==> config.mk <==
export PLATFORM = sky130hd
export DESIGN_NAME = demux3_buf
export DESIGN_NICKNAME = d
export VERILOG_FILES = /design/src/rtl/demux3_buf_pkg.sv /design/src/rtl/demux3_buf_slot_reg.sv /design/src/rtl/demux3_buf.sv
export SDC_FILE = /design/constraint.sdc
export NUM_CORES = 1
export LEC_CHECK = 0
export CORE_ASPECT_RATIO = 1.5
export CORE_UTILIZATION = 45
export DETAILED_ROUTE_END_ITERATION = 7
export PLACE_DENSITY = 0.8
export SLEW_MARGIN = 20
export SYNTH_ARGS = -nofsm -noshare
export SYNTH_HDL_FRONTEND = slang
export SYNTH_HIERARCHICAL = 1
export SYNTH_SLANG_ARGS = --single-unit
==> constraint.sdc <==
create_clock -name clk -period 2.1 [get_ports clk]
set_clock_uncertainty 0.2 [all_clocks]
set_input_delay 0.21 -clock clk [delete_from_list [all_inputs] [get_ports clk]]
set_output_delay 0.21 -clock clk [all_outputs]
set_load 0.005 [all_outputs]
==> src/rtl/demux3_buf_pkg.sv <==
// Shared constants for the 1-to-3 registered demultiplexer: default word width
// and the destination select encoding.
package demux3_buf_pkg;

    localparam int DEF_WORD_WIDTH = 32;

    typedef enum logic [1:0] {
        SEL_A    = 2'b00,
        SEL_B    = 2'b01,
        SEL_C    = 2'b10,
        SEL_DROP = 2'b11
    } sel_e;

endpackage

==> src/rtl/demux3_buf_slot_reg.sv <==
// One-entry output buffer. It can be drained and refilled in the same cycle,
// so a consumer holding ready gets one word per cycle.
module slot_reg #(
    parameter int WIDTH = 32
) (
    input  logic             clk,
    input  logic             rst_n,
    input  logic             load,
    input  logic [WIDTH-1:0] load_data,
    input  logic             pop_ready,
    output logic             valid,
    output logic [WIDTH-1:0] data,
    output logic             free
);

    logic             valid_q, valid_d;
    logic [WIDTH-1:0] data_q,  data_d;

    // NOTE: every variable written here gets a default first, so no path leaves it unassigned and no latch is inferred.
    always_comb begin
        valid_d = valid_q;
        data_d  = data_q;
        if (load) begin
            valid_d = 1'b1;
            data_d  = load_data;
        end else if (valid_q && pop_ready) begin
            valid_d = 1'b0;
        end
    end

    // NOTE: the data register is reset as well, because the output word must read zero out of reset.
    // NOTE: state registers use non-blocking assignments so every flop samples pre-edge values.
    always_ff @(posedge clk) begin
        if (!rst_n) begin
            valid_q <= 1'b0;
            data_q  <= '0;
        end else begin
            valid_q <= valid_d;
            data_q  <= data_d;
        end
    end

    assign valid = valid_q;
    assign data  = data_q;
    assign free  = !valid_q || pop_ready;

endmodule

==> src/rtl/demux3_buf.sv <==
// Registered 1-to-3 demultiplexer: select decode, in_ready mux and drop
// accounting around three independent one-entry slots.
module demux3_buf
    import demux3_buf_pkg::*;
#(
    parameter int WORD_WIDTH = DEF_WORD_WIDTH,
    parameter int SEL_WIDTH  = 2,
    parameter int CNT_WIDTH  = 8
) (
    input  logic                  clk,
    input  logic                  rst_n,
    input  logic                  in_valid,
    output logic                  in_ready,
    input  logic [WORD_WIDTH-1:0] in_data,
    input  logic [SEL_WIDTH-1:0]  in_sel,
    output logic                  out_valid_a,
    output logic                  out_valid_b,
    output logic                  out_valid_c,
    input  logic                  out_ready_a,
    input  logic                  out_ready_b,
    input  logic                  out_ready_c,
    output logic [WORD_WIDTH-1:0] out_data_a,
    output logic [WORD_WIDTH-1:0] out_data_b,
    output logic [WORD_WIDTH-1:0] out_data_c,
    output logic                  drop_err,
    output logic [CNT_WIDTH-1:0]  drop_count
);

    logic free_a, free_b, free_c;
    logic accept;
    logic load_a, load_b, load_c, drop_accept;

    logic                 drop_err_q,   drop_err_d;
    logic [CNT_WIDTH-1:0] drop_count_q, drop_count_d;

    // in_ready depends only on the select and slot state, never on in_data.
    always_comb begin
        in_ready = 1'b1;
        case (in_sel)
            SEL_A:    in_ready = free_a;
            SEL_B:    in_ready = free_b;
            SEL_C:    in_ready = free_c;
            SEL_DROP: in_ready = 1'b1;
            default:  in_ready = 1'b1;
        endcase
    end

    assign accept      = in_valid && in_ready;
    assign load_a      = accept && (in_sel == SEL_A);
    assign load_b      = accept && (in_sel == SEL_B);
    assign load_c      = accept && (in_sel == SEL_C);
    assign drop_accept = accept && (in_sel == SEL_DROP);

    slot_reg #(.WIDTH(WORD_WIDTH)) u_slot_a (
        .clk(clk), .rst_n(rst_n), .load(load_a), .load_data(in_data),
        .pop_ready(out_ready_a), .valid(out_valid_a), .data(out_data_a), .free(free_a)
    );

    slot_reg #(.WIDTH(WORD_WIDTH)) u_slot_b (
        .clk(clk), .rst_n(rst_n), .load(load_b), .load_data(in_data),
        .pop_ready(out_ready_b), .valid(out_valid_b), .data(out_data_b), .free(free_b)
    );

    slot_reg #(.WIDTH(WORD_WIDTH)) u_slot_c (
        .clk(clk), .rst_n(rst_n), .load(load_c), .load_data(in_data),
        .pop_ready(out_ready_c), .valid(out_valid_c), .data(out_data_c), .free(free_c)
    );

    // The counter sticks at all-ones while drop_err keeps pulsing.
    always_comb begin
        drop_err_d   = drop_accept;
        drop_count_d = drop_count_q;
        if (drop_accept && (drop_count_q != {CNT_WIDTH{1'b1}})) begin
            drop_count_d = drop_count_q + CNT_WIDTH'(1);
        end
    end

    always_ff @(posedge clk) begin
        if (!rst_n) begin
            drop_err_q   <= 1'b0;
            drop_count_q <= '0;
        end else begin
            drop_err_q   <= drop_err_d;
            drop_count_q <= drop_count_d;
        end
    end

    assign drop_err   = drop_err_q;
    assign drop_count = drop_count_q;

endmodule

==> flow_summary.json <==
{
  "clock_latency_ns": 0.34,
  "cts_tree": "yes",
  "max-slew-margin-rel": 0.6568,
  "grt_pass1_vias": 3000,
  "yosysWarnings": 6,
  "setup_violations": 0,
  "dr.first_iter.drc_count": 81,
  "synth_cell_type_count": 29,
  "outcome": "complete, no violations",
  "post-place-ws_ns": 0.02705,
  "cts_resized": 0,
  "synthDominantAreaCellType": "sky130_fd_sc_hd__dfxtp_1",
  "first_pass_detailed_route_iteration_total": 4,
  "fp-row-count": 43,
  "die_area_mm2": 0.01001,
  "finalWirelength_um": 9838,
  "critPathRequiredTime_ns": 1.69,
  "post-cts-setup-buffer-count": 0,
  "worst_setup_hold_path_clk_slew_ns": 0.07,
  "clock-sinks": 108,
  "rr_startpoint": "drop_count[0]$_SDFFE_PN0P_",
  "power_density_over_cell_area_mw_per_mm2": 710.3,
  "port_buffers": 148,
  "worst_path_largest_cell_delay_ns": 0.39,
  "synth.ff_latch_count": 108,
  "maximum_ir_drop_on_the_vdd_rail_mv": 0.4850,
  "critical_path_peak_fanout": 2,
  "drt-vias-per-instance": 4.901,
  "crit_type": "input pin to output pin",
  "mappedNetlistArea_mm2": 0.004324,
  "ys.flop_type": "sky130_fd_sc_hd__dfxtp_1",
  "root_buffer": "sky130_fd_sc_hd__clkbuf_16",
  "syn-mean-instance-area_um2": 11.53,
  "post_synth_most_frequent_cells": "sky130_fd_sc_hd__dfxtp_1 (108), sky130_fd_sc_hd__mux2i_1 (99), sky130_fd_sc_hd__nor2b_1 (96)",
  "hold_path_depth": 3,
  "holdCritStartpoint": "rst_n",
  "ant_nets": 0,
  "final_nets": 563,
  "cts_bufs_inserted": 9,
  "place_congestion": 0.7982,
  "worst_slew_pin_slew_ns": 0.5149,
  "clk_buf_depth": 2,
  "netlist_top_cells_area": "sky130_fd_sc_hd__dfxtp_1 (50%), sky130_fd_sc_hd__mux2i_1 (23%), sky130_fd_sc_hd__nor2b_1 (14%)",
  "initial_cell_density_of_the_core": 0.4646,
  "worst_path_max_delay_cell": "sky130_fd_sc_hd__clkdlybuf4s50_1",
  "worstSetupStartpointType": "input pin",
  "fraction_of_layout_instances_using_a_drive_strength_above_1": 0.06452,
  "yosysMostFrequentCell": "sky130_fd_sc_hd__dfxtp_1",
  "rsz_0062_raised_after_global_routing": "false",
  "yosysSeqAreaShare": 0.5000,
  "die_w_um": 82.04,
  "num_io_pins": 149,
  "via_count": 3132,
  "track_usage": 0.1967,
  "power_leakage_nw": 2.097,
  "mappedNetlistNets": 416,
  "period_share": 0.8490,
  "regToRegEndpoint": "drop_count[1]$_SDFFE_PN0P_",
  "timing.critical_path.cells": "clkdlybuf4s50_1, nand2b_1, and2b_2, a211oi_2, a21oi_1, dlymetal6s2s_1",
  "timing.critical_path.arrival_ns": 1.37,
  "post_drt_wl_per_cell_um": 15.40,
  "final_period_minus_worst_setup_slack_ns": 1.783,
  "largest_net_degree_at_the_start_of_global_routing": 70,
  "hold_viol": 0,
  "worst_hold_path.endpoint": "drop_count[6]$_SDFFE_PN0P_",
  "placed_cells": 623,
  "timing.critical_path.to_type": "output pin",
  "overflow": 0,
  "max-cap-violations": 0,
  "tns_ns": 0,
  "instances_no_fill": 639,
  "worstHoldPathType": "input pin to flip-flop",
  "grt_antenna_before_repair": 0,
  "slew_violations": 0,
  "area_growth_syn_to_layout_pct": 41.75,
  "core_region_area_mm2": 0.009308,
  "drc_errors": 0,
  "ff2ff_setup_slack_ns": 0.37,
  "ctsHoldBuffers": 0,
  "n_antenna_cell": 0,
  "place.detailed.hpwl_um": 6675,
  "cts_h_tree_depth": 3,
  "share_of_the_synthesized_area_in_the_top_cell_type": 0.5000,
  "grt_first_pass_wirelength_um": 14750,
  "postSynthCellCount": 375,
  "synth_edf_count": 0,
  "max_freq_mhz": 560.9,
  "die_height_um": 122.1,
  "synthArstFlopShare": 0,
  "rr_worst_depth": 5,
  "post-route-worst-setup-slack_ns": 0.3170
}
power breakdown:
| part | switching, mW | internal (mW) |
|---|---|---|
| registers | 0.0365 | 2.11 |
| clock network | 0.731 | 0.992 |
| logic | 0.183 | 0.297 |
| total | 0.951 | 3.40 |
layout make-up:
| type | instances | area [µm²] |
|---|---|---|
| Clock buffer | 11 | 252.7 |
| Fill cell | 750 | 3178 |
| Tap cell | 112 | 140.1 |
| Timing Repair Buffer | 157 | 1597 |
| Clock inverter | 5 | 57.56 |
| Inverter | 5 | 18.77 |
| Sequential cell | 108 | 2162 |
| Multi-Input combinational cell | 241 | 1902 |
kinds of logic after synthesis:
logic type      after synthesis  share of synthesized area
simple gates                126                     0.1823
flops                       108                     0.5000
mux                          99                     0.2292
buf+inv                      26                    0.06163
compound gates               14                    0.02199
xor+xnor                      1                   0.002026
fa+ha+maj                     1                   0.002893
stage by stage:
stage	cell area (µm²)	util	power, mW	hold WS, ns
finish	6130	0.6586	4.354	0.02762
global route	6130	0.6586	4.531	0.05442
CTS	6122	0.6578	4.402	0.02811
detailed placement	5812	0.6244	2.678	0.3029
global placement	5812	0.6244	2.666	0.2952
floorplan	4324	-	2.422	0.1382
layout by cell type (no fill, tap or decap), drive strengths merged, types with 2 or more instances in the layout:
cell and count:
nand3 3, a21boi 3, and4b 2, o21ai 3, nand2b 4, clkdlybuf4s50 146
clkinv 3, nor2b 96, nor3 2, a21oi 4, nand4 2, mux2i 99
clkbuf 11, nand2 6, inv 6, dfxtp 108, buf 10, nor2 6
sequential cells by signal, indices dropped and copies added, names as in the netlist:
signal          count
u_slot_a/data      32
u_slot_b/data      32
u_slot_c/data      32
drop_count          8
drop_err            1
u_slot_a/valid      1
u_slot_b/valid      1
u_slot_c/valid      1
worst max-delay path, delay by kind of cell:
kind | cells | cell delay [ns]
AND/OR/NAND/NOR | 2 | 0.35
AO/OA/AOI/OAI | 2 | 0.26
buffers and inverters | 2 | 0.55
worst max path at each step:
stage          depth (start not counted)                   startpoint                    endpoint  slack, ns
2_1_floorplan                          5   drop_count[0]$_SDFFE_PN0P_  drop_count[5]$_SDFFE_PN0P_       0.49
3_3_place_gp                           6                  out_ready_a                    in_ready       0.02
3_5_place_dp                           6                  out_ready_a                    in_ready       0.03
4_1_cts                                5  u_slot_a/valid$_SDFFE_PN0P_                    in_ready      0.007
5_1_grt                                5  u_slot_a/valid$_SDFFE_PN0P_                    in_ready       0.23
6_report                               6                  out_ready_a                    in_ready       0.32
per-layer routing:
layer	routed length, µm	vias up	share of wire	track usage
li1	-	1558	-	-
met1	3988	1469	0.41	0.2207
met2	5157	88	0.52	0.3394
met3	476	17	0.048	0.05094
met4	216	0	0.022	0.08991
met5	0	-	0	0
No activity file was read; power rests on OpenSTA's default activity.
==> variant 1, RTL diff (same flow settings) <==
Change the package constant `DEF_WORD_WIDTH` from 32 to 64.
--- a/src/rtl/demux3_buf_pkg.sv
+++ b/src/rtl/demux3_buf_pkg.sv
@@ -4,3 +4,3 @@
 
-    localparam int DEF_WORD_WIDTH = 32;
+    localparam int DEF_WORD_WIDTH = 64;
 
Ports: changed (resized in_data, out_data_a, out_data_b and out_data_c); port bits go from 149 to 277. No check against the original RTL was run, so the function may have changed too.
==> variant 1 against the unedited design <==
  * Setup slack got worse by 170 ps
  * Via count rose by 78%
  * Sequential cell count rose by 96
  * Synthesized area rose by 85%
  * Critical path depth fell by 1
  * Total power rose by 100%
  * Final area rose by 87%
  * Routed wire length rose by 95%
  * Highest routed layer unchanged
==> variant 1: results (changes against the unedited design) <==
outcome finished, final reports clean; Max transition margin 0.724 (+0.0670); Placement Setup Slack -0.268 ps (-27.3 ps); Area after DPL 10800 um2 (+85%); H-tree depth 1 (-2); final setup fails 0 (unchanged); # diodes 0 (unchanged); crit path max fanout 2 (unchanged); DP HPWL 12700 um (+91%); Reg2Reg Setup Slack 310 ps (-60 ps); iteration count of the initial detailed-routing pass 4 (unchanged); largest net degree at the start of global routing 103 (+47%); Tmin final 1960 ps (+174 ps); Worst Reg-to-Reg Cells 5 (unchanged); vias after detailed routing 5579 (+78%); sequential-to-total area share from yosys stat 0.511 (+0.0106); Clock Pin Slew Worst Setup and Hold Paths 60 ps; VDD IR max 0.000876 V (+81%); total grt overflow 0 (unchanged); dominant cells by area after synthesis dfxtp_1 (51%), mux2i_1 (24%), nor2b_1 (15%), buf_12 (3.8%), clkbuf_1 (0.84%); Yosys cell types 32 (+10%); PortBufs 276 (+86%); CP arrival 1550 ps (+180 ps); CTS buffer count 20 (+11); CP max-delay cell dfxtp_2; Leak 3.89 nW (+85%); first-pass GRT wire length 29400 um (+99%); critical path's top delay family flip-flops; Critical path origin u_slot_a/valid$_SDFFE_PN0P_; slowest stage delay, CP 320 ps (-70 ps); top cells by count, synth dfxtp_1 (204), mux2i_1 (195), nor2b_1 (192); GRT met2 Usage 0.356 (+0.0164); Main synth FF type dfxtp_1; Pint 0.00690 W (+100%); first-iteration detailed-routing DRC count 201 (+150%); routability cong. 0.792 (-0.75%); layout cells sized above 1 0.0560 (-0.00850); Longest Clk Path Bufs 3 (+1); met3 Use GR 0.0412 (-0.00970); GRT met1 Usage 0.230 (+0.00946); post-synth net total 757 (+82%); final wirelength 19200 um (+95%); Global Route Usage Sum 0.198 (+0.000905); Final #Nets 1024 (+82%); FILL cells 1376 (+83%); Clock Latency Late Sink 480 ps (+140 ps); FF-to-FF End drop_count[1]$_SDFFE_PN0P_; vias in the first global route 5400 (+80%)
## variant 1: cell types whose count changed after synthesis, moves of 6 or more
cell / change
mux2i_1: +96
nor2b_1: +96
clkbuf_1: +9
dfxtp_1: +96
buf_12: +6
## variant 1: worst min-delay path by stage
stage                                        start                             end  slack (ps)  cells past startpoint
finish                                 in_data[23]  u_slot_c/data[23]$_SDFFE_PN0P_         210                      3
global route                           in_data[38]  u_slot_a/data[38]$_SDFFE_PN0P_         210                      3
CTS                                     in_data[1]   u_slot_a/data[1]$_SDFFE_PN0P_         200                      3
detailed placement  u_slot_a/data[42]$_SDFFE_PN0P_  u_slot_a/data[42]$_SDFFE_PN0P_         300                      2
global placement    u_slot_c/data[46]$_SDFFE_PN0P_  u_slot_c/data[46]$_SDFFE_PN0P_         290                      2
floorplan                                    rst_n      drop_count[7]$_SDFFE_PN0P_         150                      1
## variant 1: logic make-up after synthesis
family | count (synthesis) | share of synthesized area
compound gates | 14 | 0.0119
xor+xnor | 1 | 0.00110
simple gates | 222 | 0.174
buf+inv | 47 | 0.0572
flops | 204 | 0.511
fa+ha+maj | 1 | 0.00156
mux | 195 | 0.244
## variant 1: worst min-delay path, cell delays in order
cell	delay, ps
clkdlybuf4s50_1	440
mux2i_1	140
nor2b_1	50
## variant 1: power groups by stage
stage	Sequential [W]	Combinational (W)	Clock [W]
finish	0.00406	0.000919	0.00376
global route	0.00408	0.000983	0.00403
CTS	0.00406	0.000926	0.00387
detailed placement	0.00415	0.000920	0
global placement	0.00415	0.000915	0
floorplan	0.00416	0.000422	0
## variant 1: repair_timing
action	in CTS	in global routing
pin swaps	0	1
gates resized for setup	1	2
setup buffers	0	0
hold buffers	1	0
setup endpoints to repair	1	1
endpoints found under the hold margin	8	0
## variant 1: final cells by class
type                    count  area, um2  area share
clock inverters             6        105     0.00915
repair buffers            287       2940       0.256
flip-flops and latches    204       4090       0.356
clock buffers              29        596      0.0519
well taps                 213        267      0.0232
inverters                   5       18.8     0.00163
multi-input cells         433       3470       0.302
## variant 1: metrics by stage
| step | utilization | instances |
|---|---|---|
| after floorplan | - | 684 |
| after global placement | 0.621 | 1141 |
| after detailed placement | 0.621 | 1141 |
| after CTS | 0.662 | 1177 |
| after global routing | 0.662 | 1177 |
| final | 0.662 | 1177 |
## variant 1: metal layers
metal	share of wire	up-vias
met1	0.40	2564
met2	0.52	168
met4	0.032	0
met3	0.051	35
met5	0	-
li1	-	2812
==> variant 2, RTL diff (same settings) <==
Without the edit above. Take the reset off `data_q` and load it in a clocked block of its own.
--- a/src/rtl/demux3_buf_slot_reg.sv
+++ b/src/rtl/demux3_buf_slot_reg.sv
@@ -35,7 +35,9 @@
             valid_q <= 1'b0;
-            data_q  <= '0;
         end else begin
             valid_q <= valid_d;
-            data_q  <= data_d;
         end
+    end
+
+    always_ff @(posedge clk) begin
+        data_q <= data_d;
     end
Behaviour: not the same (a bounded check fails within 4 cycles, from zero or initial values and one cycle with rst_n low).
==> variant 2 against the unedited design <==
  * Sequential share of layout area rose by 21 points
  * Register-to-register slack worse by 50 ps
  * Total power rose by 0.47%
  * Via count fell by 34%
  * Setup slack improved by 4.1 ps
  * Synthesized area decreased by 19%
  * Final area fell by 9.8%
  * Non-clock buffer count is 2 lower
  * Routed wire length shrank 25%
  * Utilization is 7.2 points higher
  * Largest cell class unchanged
  * Synthesized cell count shrank 57%
  * Sequential cell count unchanged
==> variant 2: results (changes against the unedited design) <==
dominant cells by area after synthesis edfxtp_1 (82%), dfxtp_1 (6.8%), nand2b_4 (1.2%), a21boi_2 (0.96%), mux2i_1 (0.86%); post-synth net total 203 (-51%); Max transition margin 0.751 (+0.0942); CP max-delay cell dfxtp_1; Final Core Density 0.731 (+0.0723); Area after DPL 5210 um2 (-10%); Sw Pwr 0.000829 W (-13%); CLK BUF 10 (-1); Global Route Usage Sum 0.186 (-0.0109); Register Area 3120 um2 (+45%); DP HPWL 5380 um (-19%); Die X 74.1 um (-9.7%); hold wc startpoint in_data[27]; VDD IR max 0.000611 V (+26%); Synth Instances 162 (-57%); FILL cells 471 (-37%); ClkCell Share 0.0561 (+0.00551); final wirelength 7350 um (-25%); largest net degree at the start of global routing 34 (-51%); Synth Area in Compound Gates 0.0303 (+0.00831); first-iteration detailed-routing DRC count 146 (+80%); top cells by count, synth edfxtp_1 (96), dfxtp_1 (12), nand2_1 (6), nor2_1 (6), inv_1 (5); vias after detailed routing 2077 (-34%); multi-input logic portion of the cell area 0.0675 (-0.243); EDFF count, synth 96 (+96); logic gate share of total power 0.064 (-0.046); slowest stage delay, CP 450 ps (+60 ps); worst hold slack 279 ps (+252 ps); Hold Path Depth 1 (-2); sequential power 0.00242 W (+13%); fin cells 435 (-32%); critical path's top delay family flip-flops; bufs w/o clock 155 (-1.3%); Placement Setup Slack 32.7 ps (+5.61 ps); Reg2Reg Setup Slack 320 ps (-50 ps); first-pass GRT wire length 10700 um (-27%); NonClk Buf Share 0.285 (+0.0243); Post-CTS Resized 1 (+1); outcome finished, final reports clean; sequential-to-total area share from yosys stat 0.890 (+0.390)
-- variant 2: per-layer routing --
layer,global-route usage,share of wire,routed length [um]
met1,0.185,0.34,2490
met2,0.336,0.56,4140
met3,0.0600,0.073,540
met4,0.0962,0.025,187
met5,0,0,0
-- variant 2: worst max path at each step --
stage / start / endpoint / slack (ps) / cells past startpoint
after floorplan: u_slot_a/valid$_SDFFE_PN0P_ / u_slot_a/data[0]$_DFFE_PP_ / 110 / 3
after global placement: out_ready_a / in_ready / 30 / 6
after detailed placement: out_ready_a / in_ready / 30 / 6
after CTS: u_slot_a/valid$_SDFFE_PN0P_ / in_ready / 10 / 5
after global routing: drop_count[0]$_SDFFE_PN0P_ / drop_count[1]$_SDFFE_PN0P_ / 200 / 5
final: drop_count[0]$_SDFFE_PN0P_ / drop_count[1]$_SDFFE_PN0P_ / 320 / 5
